`config.mk`:
```
export PLATFORM = sky130hd
export DESIGN_NAME = mem_access_unit
export DESIGN_NICKNAME = d
export VERILOG_FILES = /design/src/rtl/mem_access_unit.sv
export SDC_FILE = /design/constraint.sdc
export NUM_CORES = 1
export LEC_CHECK = 0
export CORE_UTILIZATION = 45
export DETAILED_ROUTE_END_ITERATION = 10
export GPL_TIMING_DRIVEN = 0
export PLACE_DENSITY = 0.93
export SYNTH_ARGS = -nofsm -noshare
export SYNTH_HDL_FRONTEND = slang
export SYNTH_SLANG_ARGS = --single-unit
```
`constraint.sdc`:
```
create_clock -name clock -period 2.1 [get_ports clock]
set_clock_uncertainty 0.05 [all_clocks]
set_input_delay 0.42 -clock clock [delete_from_list [all_inputs] [get_ports clock]]
set_output_delay 0.42 -clock clock [all_outputs]
set_load 0.01 [all_outputs]
```
`src/rtl/mem_access_unit.sv`:
```
// mem_access_unit
//
// Load/store execution unit placed behind the multicycle control FSM. A rising
// edge on MemRead|MemWrite (seen while idle) starts exactly one transaction on
// the data-memory bus. Byte enables and lane-replicated store data are derived
// from funct3 and addr[1:0]; load data is extracted from the returned word and
// sign/zero-extended. Misaligned/illegal accesses never reach the bus; a bus
// that never acknowledges is abandoned after TIMEOUT request cycles. Every
// accepted request ends with a one-cycle done pulse.
//
// Ports:
//   clock, reset (async, active low)
//   MemRead, MemWrite, funct3, addr, wdata      - request from the controller
//   rdata                                       - extended load result (held)
//   busy, done, err                             - status (err held to next accept)
//   mem_req, mem_we, mem_addr, mem_be, mem_wdata - registered bus request
//   mem_ack, mem_rdata                          - bus response
module mem_access_unit #(
    parameter int TIMEOUT = 255
) (
    input  logic        clock,
    input  logic        reset,
    input  logic        MemRead,
    input  logic        MemWrite,
    input  logic [2:0]  funct3,
    input  logic [31:0] addr,
    input  logic [31:0] wdata,
    output logic [31:0] rdata,
    output logic        busy,
    output logic        done,
    output logic [1:0]  err,
    output logic        mem_req,
    output logic        mem_we,
    output logic [31:0] mem_addr,
    output logic [3:0]  mem_be,
    output logic [31:0] mem_wdata,
    input  logic        mem_ack,
    input  logic [31:0] mem_rdata
);

    typedef enum logic [1:0] {
        IDLE  = 2'd0,
        REQ   = 2'd1,
        DONE  = 2'd2,
        FAULT = 2'd3
    } state_t;

    localparam logic [7:0] CNT_LAST = 8'(TIMEOUT - 1);

    localparam logic [1:0] ERR_OK       = 2'b00;
    localparam logic [1:0] ERR_MISALIGN = 2'b01;
    localparam logic [1:0] ERR_ILLEGAL  = 2'b10;
    localparam logic [1:0] ERR_TIMEOUT  = 2'b11;

    state_t      state_reg;
    logic        rq_d_reg;
    logic        armed_reg;
    logic        is_load_reg;
    logic [2:0]  f3_reg;
    logic [1:0]  lane_reg;
    logic [7:0]  cnt_reg;
    logic [31:0] rdata_reg;
    logic [1:0]  err_reg;
    logic        done_reg;
    logic        mem_req_reg;
    logic        mem_we_reg;
    logic [31:0] mem_addr_reg;
    logic [3:0]  mem_be_reg;
    logic [31:0] mem_wdata_reg;

    logic        rq;
    logic        accept;
    logic        bad_f3;
    logic        misaligned;
    logic [3:0]  be_next;
    logic [31:0] wdata_next;
    logic [7:0]  byte_sel;
    logic [15:0] half_sel;
    logic [31:0] load_ext;

    assign rq = MemRead | MemWrite;

    // armed_reg only becomes 1 once the request level has been seen low after
    // reset, so a level left high across a reset cannot start a transaction.
    assign accept = (state_reg == IDLE) & rq & ~rq_d_reg & armed_reg;

    // Loads allow 000,001,010,100,101; stores only 000..010.
    // MemRead has priority, so it alone decides whether this is a load.
    always_comb begin
        bad_f3 = 1'b0;
        if (MemRead) begin
            bad_f3 = (funct3 == 3'b011) || (funct3[2:1] == 2'b11);
        end else begin
            bad_f3 = funct3[2] || (funct3[1:0] == 2'b11);
        end
    end

    always_comb begin
        misaligned = 1'b0;
        be_next    = 4'b1111;
        wdata_next = wdata;
        case (funct3[1:0])
            2'b00: begin
                be_next    = 4'b0001 << addr[1:0];
                wdata_next = {4{wdata[7:0]}};
            end
            2'b01: begin
                misaligned = addr[0];
                be_next    = addr[1] ? 4'b1100 : 4'b0011;
                wdata_next = {2{wdata[15:0]}};
            end
            default: begin
                misaligned = |addr[1:0];
            end
        endcase
    end

    // Lane extraction uses the byte offset latched at accept.
    always_comb begin
        case (lane_reg)
            2'd0:    byte_sel = mem_rdata[7:0];
            2'd1:    byte_sel = mem_rdata[15:8];
            2'd2:    byte_sel = mem_rdata[23:16];
            default: byte_sel = mem_rdata[31:24];
        endcase
        half_sel = lane_reg[1] ? mem_rdata[31:16] : mem_rdata[15:0];
        case (f3_reg)
            3'b000:  load_ext = {{24{byte_sel[7]}}, byte_sel};
            3'b001:  load_ext = {{16{half_sel[15]}}, half_sel};
            3'b100:  load_ext = {24'd0, byte_sel};
            3'b101:  load_ext = {16'd0, half_sel};
            default: load_ext = mem_rdata;
        endcase
    end

    always_ff @(posedge clock or negedge reset) begin
        if (!reset) begin
            state_reg     <= IDLE;
            rq_d_reg      <= 1'b0;
            armed_reg     <= 1'b0;
            is_load_reg   <= 1'b0;
            f3_reg        <= 3'd0;
            lane_reg      <= 2'd0;
            cnt_reg       <= 8'd0;
            rdata_reg     <= 32'd0;
            err_reg       <= ERR_OK;
            done_reg      <= 1'b0;
            mem_req_reg   <= 1'b0;
            mem_we_reg    <= 1'b0;
            mem_addr_reg  <= 32'd0;
            mem_be_reg    <= 4'd0;
            mem_wdata_reg <= 32'd0;
        end else begin
            rq_d_reg <= rq;
            if (!rq) begin
                armed_reg <= 1'b1;
            end
            done_reg <= 1'b0;

            case (state_reg)
                IDLE: begin
                    if (accept) begin
                        is_load_reg <= MemRead;
                        f3_reg      <= funct3;
                        lane_reg    <= addr[1:0];
                        if (bad_f3) begin
                            err_reg   <= ERR_ILLEGAL;
                            done_reg  <= 1'b1;
                            state_reg <= FAULT;
                        end else if (misaligned) begin
                            err_reg   <= ERR_MISALIGN;
                            done_reg  <= 1'b1;
                            state_reg <= FAULT;
                        end else begin
                            err_reg       <= ERR_OK;
                            cnt_reg       <= 8'd0;
                            mem_req_reg   <= 1'b1;
                            mem_we_reg    <= ~MemRead;
                            mem_addr_reg  <= {addr[31:2], 2'b00};
                            mem_be_reg    <= be_next;
                            mem_wdata_reg <= wdata_next;
                            state_reg     <= REQ;
                        end
                    end
                end

                REQ: begin
                    // Ack is checked first so it wins over a same-cycle expiry.
                    if (mem_ack) begin
                        if (is_load_reg) begin
                            rdata_reg <= load_ext;
                        end
                        mem_req_reg <= 1'b0;
                        done_reg    <= 1'b1;
                        state_reg   <= DONE;
                    end else if (cnt_reg == CNT_LAST) begin
                        err_reg     <= ERR_TIMEOUT;
                        mem_req_reg <= 1'b0;
                        done_reg    <= 1'b1;
                        state_reg   <= DONE;
                    end else begin
                        cnt_reg <= cnt_reg + 8'd1;
                    end
                end

                default: begin
                    state_reg <= IDLE;
                end
            endcase
        end
    end

    assign busy      = (state_reg != IDLE);
    assign done      = done_reg;
    assign err       = err_reg;
    assign rdata     = rdata_reg;
    assign mem_req   = mem_req_reg;
    assign mem_we    = mem_we_reg;
    assign mem_addr  = mem_addr_reg;
    assign mem_be    = mem_be_reg;
    assign mem_wdata = mem_wdata_reg;

endmodule

```
## Word-level counts from Yosys, hierarchy flattened

Cells that the tools add are included.

- Bits in registers: 121
- Bits in latches: 0
- Bits in writable memories: 0
- Bits in read-only memories: 0
- Input bits: 104
- Output and inout bits: 106
- Word-level logic and storage cells: 97
- Memories: 0

- $add $sub $neg: 1
- Multiply operators: 0
- Div/mod/pow operators: 0
- Order comparisons: 0
- Eq/ne operators: 18
- Shift operators: 1
- Muxes and demuxes: 38
- Bitwise gates (word level): 8
- Reductions and logical operators: 16

Operators with widths:

| operator | number |
|---|---|
| one-hot mux 32 bit (4 select lines) | 1 |
| one-hot mux 32 bit (2 select lines) | 1 |
| two-way mux 8 bit | 5 |
| one-hot mux 8 bit (3 select lines) | 1 |
| two-way mux 2 bit | 9 |
| two-way mux 16 bit | 1 |
| one-hot mux 8 bit (2 select lines) | 1 |
| two-way mux 1 bit | 12 |
| inequality test 2 bit, second input constant | 6 |
| adder 8 x 1 -> 8 bit, second input constant | 1 |
| equality test 8 bit, second input constant | 1 |
| one-hot mux 2 bit (2 select lines) | 2 |
| one-hot mux 4 bit (2 select lines) | 1 |
| AND reduction 4 bit | 2 |
| equality test 2 x 1 -> 1 bit, second input constant | 3 |
| equality test 2 bit, second input constant | 3 |
| equality test 3 bit, second input constant | 2 |
| logical NOT 2 bit | 3 |
| one-hot mux 1 bit (2 select lines) | 3 |
| AND reduction 6 bit | 1 |
| AND reduction 5 bit | 1 |
| two-way mux 4 bit | 1 |
| NOT 1 bit | 4 |
| AND reduction 2 bit | 2 |
| 11 further kinds | 15 |

## Longest topological paths before layout

Gate-level depths: netlist of the first run.

- Depth after elaboration: 6
- Depth in mapped cells: 7
- Depth with buffers taken out: 5

## Worst setup path before layout of the first run

OpenSTA, ideal clock, no wires.

- Path kind: input to register
- Start: input port funct3[0]
- End: register mem_wdata_reg[10], in the netlist mem_wdata[10]
- Setup time: 0.125 ns
- Arrival: 1.664 ns
- Path slack: 0.261 ns
- Stages: 4
- Path buffers: 1
- Cells stage by stage: buf_2 nor2_1 mux2_2 mux2_2

- Word-level cells in the longest chain between the ends: 5

Ends and longest elaborated chain:

| item | RTL line | source |
|---|---|---|
| start, declared | 25 | `input logic [2:0] funct3,` |
| equality test 3 x 2 -> 1 bit / equality test 2 bit (equally long branches) | 92, 94 |  |
| logical OR 1 bit, on equally long branches | 92, 94 |  |
| two-way mux 1 bit | 91 | `if (MemRead) begin` |
| NOT 1 bit (no source line) | -- |  |
| AND reduction 4 bit (no source line) | -- |  |
| end signal, assigned | 181 | `mem_wdata_reg <= wdata_next;` |
| end, declared | 69 | `logic [31:0] mem_wdata_reg;` |

Several ways; a longest one is shown, not always the timed one.
A chain may end at the register's enable or synchronous reset.

## Worst setup path in the final report of the first run

- Start: input port funct3[1]
- End: register mem_wdata_reg[30], in the netlist mem_wdata[30]

- Word-level cells in the longest chain between the ends: 5

Ends and longest elaborated chain:

| item | RTL line | source |
|---|---|---|
| equality test 3 x 2 -> 1 bit, or another cell as far along | 92 | `bad_f3 = (funct3 == 3'b011) \|\| (funct3[2:1] == 2'b11);` |
| logical OR 1 bit, on equally long branches | 92, 94 |  |
| two-way mux 1 bit | 91 |  |
| NOT 1 bit (no source line) | -- |  |
| AND reduction 4 bit (no source line) | -- |  |

Several ways; a longest one is shown, not always the timed one.

==> out/qor.yml, run 1 <==
clocking:
  cts_setup_buffers: 0
  htree_levels: 4
  cts_root_buffer: "clkbuf_16"
  clock-sinks: 121
  clock_latency_ns: 0.41
  cts_buffer_depth: 2
  path_clk_slew_ns: 0.06
  cts-buffers-inserted: 17
  cts_tree: "yes"
job:
  cap_violations: 0
global_routing:
  antenna_found_initial: 0
  grt_first_pass_wirelength_mm: 26.80
  overflow: 0
  grt_max_degree: 65
  grt_pass1_vias: 5399
  grt_usage_pct: 26.93
floorplan:
  die_w_um: 113.6
  row_count: 40
  initial_core_util_pct: 46.49
  io_pins: 210
  core_area_um2: 12060
  dieArea_um2: 12910
  die_h_um: 113.6
setup_path:
  worstPathCellList: "clkdlybuf4s50_1 -> clkbuf_1 -> buf_1 -> o21ai_0 -> mux2_1"
  critPathMaxStageDelay_ns: 0.50
  cp.arrival_ns: 2.29
  cp_max_fo: 10
  cp_slowest_cell: "clkdlybuf4s50_1"
  critical_path_class: "in2reg"
  r2r_slack_ns: 0.06
  worstSetupEndpointType: "flop"
  worst-endpoint-required_ns: 2.35
  critical_path.top_delay_family: "buffers and inverters"
  critPathBufInv: 3
  cp-start-kind: "input pin"
route:
  drt-vias-per-instance: 5.548
  wl_per_cell_um: 18.22
  drtAntennaViolNets: 0
  drcViolationCount: 0
  first_pass_iters: 5
  via_count: 5154
  wl_mm: 16.92
  drt_iter0_markers: 317
synthesis:
  syn-mean-instance-area_um2: 10.72
  synth_ff_type: "dfrtp_1"
  syn_area_um2: 5608
  synth.most_common_cell: "dfrtp_1"
  synth_edf_count: 0
  synth_warnings: 0
  synth_cells: 523
  yosysTopAreaCell: "dfrtp_1"
  synth_common_cells: "121 x dfrtp_1, 69 x o21ai_0, 61 x mux2_2, 50 x nand2_1, 37 x a21oi_1"
  synth-seq-area-share_pct: 53.99
  synth.top_cell.area_share_pct: 53.99
  async_reset_ff_share_pct: 100.0
  synth-seq-cells: 121
  synth_cell_type_count: 39
  ys_top_cells_by_area: "dfrtp_1 54%, mux2_2 12%, o21ai_0 6.2%"
timing:
  setup_ws_ns: 0.05504
  max_slew_margin_pct: 46.69
  fin_setup_tns_ns: 0
  grt_setup_unrepaired: "true"
  fin_crit_ns: 2.045
  tightest_slew_ns: 0.7967
  max_freq_mhz: 489.0
  final_max_slew_viol_count: 0
  post-route-period-util_pct: 97.38
  hold_viol_final: 0
  setup_viol: 0
placed_design:
  post-dp-hpwl_mm: 12.17
  place_area_um2: 7913
  dp_slack_ns: -0.5620
  place_inst: 899
  gp_congestion: 0.8729
  portBuffers: 206
cells_and_area:
  antenna_cells: 0
  nets: 856
  fin_area_um2: 8567
  fin_cells: 929
  drive_gt1_share_pct: 15.64
  regArea_um2: 3028
  fillCellCount: 812
  multiInputGateArea_um2: 2409
  areaGrowthSynthToFinish_pct: 52.77
worst_hold_path:
  min_path_type: "in2reg"
outcome:
  status: "completed"
power_and_ir_drop:
  p_leak_nw: 3.768
  power_density_nw_per_um2: 1230
  ir_drop_mv: 0.8784
-- path summary, 6_finish.rpt --
| path | startpoint | end | depth (start not counted) |
|---|---|---|---|
| setup / recovery | funct3[1] | mem_wdata[30] | 5 |
| hold / removal | MemRead | mem_we | 2 |
| setup reg to reg | state_reg[1] | mem_wdata[5] | 6 |
| hold reg to reg | rdata[7] | rdata[7] | 2 |
| max in group asynchronous | reset | mem_addr[11] | 3 |
| min in group asynchronous | reset | rdata[18] | 2 |
-- report_power, final --
part	switching [mW]	internal [mW]	leakage, nW
registers	0.547	3.22	1.51
logic	1.67	2.25	1.97
clock network	1.02	1.84	0.290
-- layout by cell type (no fill, tap or decap), types with 2 or more instances in the layout --
| cell type | n |
|---|---|
| clkinv_2 | 6 |
| nand2_1 | 50 |
| buf_2 | 7 |
| or4_1 | 3 |
| a211oi_1 | 2 |
| or2_2 | 2 |
| clkbuf_1 | 16 |
| and4_1 | 2 |
| dlymetal6s2s_1 | 3 |
| mux2_2 | 61 |
| or3_1 | 3 |
| clkbuf_4 | 2 |
| clkbuf_2 | 4 |
| o21ai_0 | 68 |
| inv_1 | 16 |
| nor2b_1 | 9 |
| mux2i_1 | 30 |
| conb_1 | 2 |
| ha_1 | 2 |
| dfrtp_1 | 121 |
| nand3_1 | 36 |
| o31ai_1 | 3 |
| clkdlybuf4s50_1 | 201 |
| mux2_1 | 3 |
| bufinv_16 | 2 |
| clkbuf_16 | 17 |
| nor2_1 | 6 |
| clkbuf_8 | 4 |
| buf_4 | 4 |
| nand2b_1 | 11 |
| a21oi_1 | 37 |
| buf_1 | 4 |
-- what timing repair did --
item	4_1_cts	5_1_grt
resized for setup	5	22
hold endpoints to repair	57	0
hold buffers	1	0
pin swaps	0	1
endpoints found under the setup margin	54	73
-- layer usage --
layer	part of all wire, %	track usage [%]	vias to the layer above
met5	0	0	-
met4	3.7	12.72	0
met3	8.5	8.448	61
met2	49	45.69	288
met1	38	31.02	2513
li1	-	-	2292
-- through the flow --
stage	hold slack [ns]	total power [mW]	utilization, %
floorplan	0.07441	5.278	-
global placement	0.3903	7.464	65.36
detailed placement	0.3690	7.643	65.60
CTS	0.4143	10.55	70.57
global route	0.3683	11.03	71.03
finish	0.3483	10.54	71.03
-- cells by family (layout without fill, tap and decap cells) --
family	after synthesis	count (layout)	share of synthesized area (%)
flip-flops	121	121	53.99
adder cells (fa/ha/maj)	2	2	0.4462
buffers and inverters	54	291	3.994
AND/OR/NAND/NOR	132	132	11.78
AO/OA/AOI/OAI	118	118	11.11
other	1	2	0.06687
multiplexers	95	95	18.61
-- final cells by class --
class	instances	area share, %
plain buffers	37	2.045
repair buffers	208	24.59
well taps	168	2.454
clock inverters	9	1.139
multi-input cells	349	28.11
clock buffers	21	5.608
flip-flops and latches	121	35.34
inverters	16	0.7010
No activity file was read; power rests on OpenSTA's default activity.
==> run 2: changes to the inputs <==
--- a/config.mk
+++ b/config.mk
@@ -5,10 +5,11 @@
 export SDC_FILE = /design/constraint.sdc
 export NUM_CORES = 1
 export LEC_CHECK = 0
+export ABC_AREA = 1
 export CORE_UTILIZATION = 45
 export DETAILED_ROUTE_END_ITERATION = 10
 export GPL_TIMING_DRIVEN = 0
-export PLACE_DENSITY = 0.93
+export PLACE_DENSITY = 0.92
 export SYNTH_ARGS = -nofsm -noshare
 export SYNTH_HDL_FRONTEND = slang
 export SYNTH_SLANG_ARGS = --single-unit
==> run 2 against run 1 <==
Net effect: critical path depth decreased by 2; register-to-register slack improved by 0.07 ns; clock power grew 7.7%; largest cell class unchanged.
==> out/qor.yml, run 2 <==
outcome:
  status: "completed"
floorplan:
  dieArea_um2: 13520
  die_w_um: 116.3
  core_area_um2: 12670
  die_h_um: 116.3
  io_pins: 210
  row_count: 41
  initial_core_util_pct: 46.36
route:
  wl_mm: 18.83
  wl_per_cell_um: 16.29
  via_count: 6013
  drtAntennaViolNets: 0
  first_pass_iters: 6
  drcViolationCount: 0
  drt-vias-per-instance: 5.202
  drt_iter0_markers: 508
clocking:
  clock_latency_ns: 0.42
  clock-sinks: 121
  htree_levels: 4
  cts-buffers-inserted: 17
  cts_root_buffer: "clkbuf_16"
  cts_tree: "yes"
  path_clk_slew_ns: 0.05
  cts_buffer_depth: 2
placed_design:
  dp_slack_ns: -0.5698
  gp_congestion: 0.9959
  portBuffers: 206
  place_inst: 1123
  post-dp-hpwl_mm: 13.58
synthesis:
  synth.top_cell.area_share_pct: 51.54
  ys_top_cells_by_area: "dfrtp_1 52%, nand2_1 13%, inv_1 5.4%"
  synth_common_cells: "210 x nand2_1, 121 x dfrtp_1, 85 x inv_1, 58 x a21oi_1, 54 x nand3_1"
  synth-seq-area-share_pct: 51.54
  yosysTopAreaCell: "dfrtp_1"
  synth_cells: 743
  synth_cell_type_count: 33
  synth_ff_type: "dfrtp_1"
  synth_warnings: 0
  synth.most_common_cell: "nand2_1"
  syn-mean-instance-area_um2: 7.906
  syn_area_um2: 5874
  synth-seq-cells: 121
  async_reset_ff_share_pct: 100.0
  synth_edf_count: 0
cells_and_area:
  nets: 1078
  final_common_cell: "nand2_1"
  antenna_cells: 0
  final_cell_mix: "209 x nand2_1, 204 x clkdlybuf4s50_1, 121 x dfrtp_1"
  fin_cells: 1156
  areaGrowthSynthToFinish_pct: 50.63
  drive_gt1_share_pct: 8.537
global_routing:
  overflow: 0
  grt_usage_pct: 28.95
  grt_pass1_vias: 5906
  grt_max_degree: 62
  grt_first_pass_wirelength_mm: 29.38
  antenna_found_initial: 0
setup_path:
  worstSetupEndpointType: "primary output"
  critical_path_class: "reg2out"
  cp.arrival_ns: 1.55
  cp_max_fo: 5
  worst-endpoint-required_ns: 1.63
  cp-start-kind: "flop"
power_and_ir_drop:
  ir_drop_mv: 0.8082
  p_leak_nw: 4.265
  power_density_nw_per_um2: 1376
timing:
  timing.hold.ws_ns: 0.2535
  setup_ws_ns: 0.08026
  hold_viol_final: 0
  fin_crit_ns: 2.020
  grt_setup_unrepaired: "false"
  final_max_slew_viol_count: 0
  max_slew_margin_pct: 61.00
  max_freq_mhz: 495.1
  post-route-period-util_pct: 96.18
  tightest_slew_ns: 0.5851
  setup_viol: 0
job:
  cap_violations: 0
worst_hold_path:
  min_path_type: "in2reg"
run 2: cell count changes after synthesis, sizes merged, moves of 11 or more:
cell / delta
o21ai: +29
or2: +16
nor2: +23
inv: +70
a21oi: +21
mux2: -64
mux2i: -30
nand3: +19
nand2: +161
nand2b: -11
run 2: path summary, 6_finish.rpt:
path | startpoint | end | slack [ns] | cells after the start
setup reg to reg | state_reg[0] | mem_addr[9] | 0.13 | 9
setup / recovery | state_reg[0] | busy | 0.08 | 3
max in group asynchronous | reset | mem_wdata[20] | 0.78 | 3
min in group asynchronous | reset | is_load_reg | 0.51 | 2
hold / removal | MemRead | mem_we | 0.25 | 2
hold reg to reg | mem_req | mem_req | 0.42 | 2
run 2: per-layer routing:
metal	share of wire, %	global-route usage (%)	vias up
met5	0	0	-
met4	4.5	15.21	0
met3	11	11.16	81
met2	49	49.07	319
met1	36	31.37	2785
li1	-	-	2828
run 2: cell families (layout without fill, tap and decap cells):
kind of cell / after synthesis / after routing / synth area share, %
AOI/OAI and AO/OA: 165 / 165 / 14.42
xor gates and xnor gates: 3 / 3 / 0.4474
adders and majority gates: 2 / 2 / 0.4259
buffers and inverters: 128 / 368 / 9.520
DFF: 121 / 121 / 51.54
other: 1 / 2 / 0.06384
and+or+nand+nor: 323 / 323 / 23.58
run 2: through the flow:
step / area [um^2] / TNS [ns] / util [%] / power (mW)
after floorplan: 5878 / 0 / - / 6.230
after global placement: 8155 / -526.18 / 64.36 / 8.823
after detailed placement: 8184 / -30.00 / 64.59 / 9.000
after CTS: 8832 / 0 / 69.70 / 12.17
after global routing: 8848 / 0 / 69.83 / 12.89
final: 8848 / 0 / 69.83 / 12.17
run 2: worst max-delay path, cell delays in order (launching register included):
cell and delay, ns:
dfrtp_1 0.47, nor2_4 0.06, inv_1 0.07, clkdlybuf4s50_1 0.53
run 2: layout make-up:
| class | instances | area, um^2 |
|---|---|---|
| well taps | 172 | 215.2 |
| clock inverters | 6 | 110.1 |
| repair buffers | 209 | 2111 |
| flip-flops and latches | 121 | 3028 |
| fillers | 948 | 3822 |
| clock buffers | 25 | 515.5 |
| multi-input cells | 495 | 2298 |
| inverters | 87 | 326.6 |
| plain buffers | 41 | 244.0 |
run 2: power breakdown:
group | leakage [nW] | total [mW] | switching (mW) | internal [mW]
Clock | 0.302 | 3.08 | 1.03 | 2.05
Combinational | 2.44 | 5.14 | 2.53 | 2.61
Sequential | 1.52 | 3.95 | 0.613 | 3.34
Total | 4.27 | 12.2 | 4.17 | 8.00
run 2: repair_timing:
item                                    4_1_cts  5_1_grt
setup buffers                                 1        0
endpoints found under the hold margin        60        0
hold buffers                                  1        0
pin swaps                                     1        0
gates resized for setup                       4        8
endpoints found under the setup margin       29       70
==> run 3: changes to the inputs <==
--- a/config.mk
+++ b/config.mk
@@ -10,6 +10,7 @@
 export DETAILED_ROUTE_END_ITERATION = 10
 export GPL_TIMING_DRIVEN = 0
 export PLACE_DENSITY = 0.92
+export SLEW_MARGIN = 20
 export SYNTH_ARGS = -nofsm -noshare
 export SYNTH_HDL_FRONTEND = slang
 export SYNTH_SLANG_ARGS = --single-unit
==> results of run 3 <==
Same layout as run 2: the final DEF is identical, and so are final timing and power.
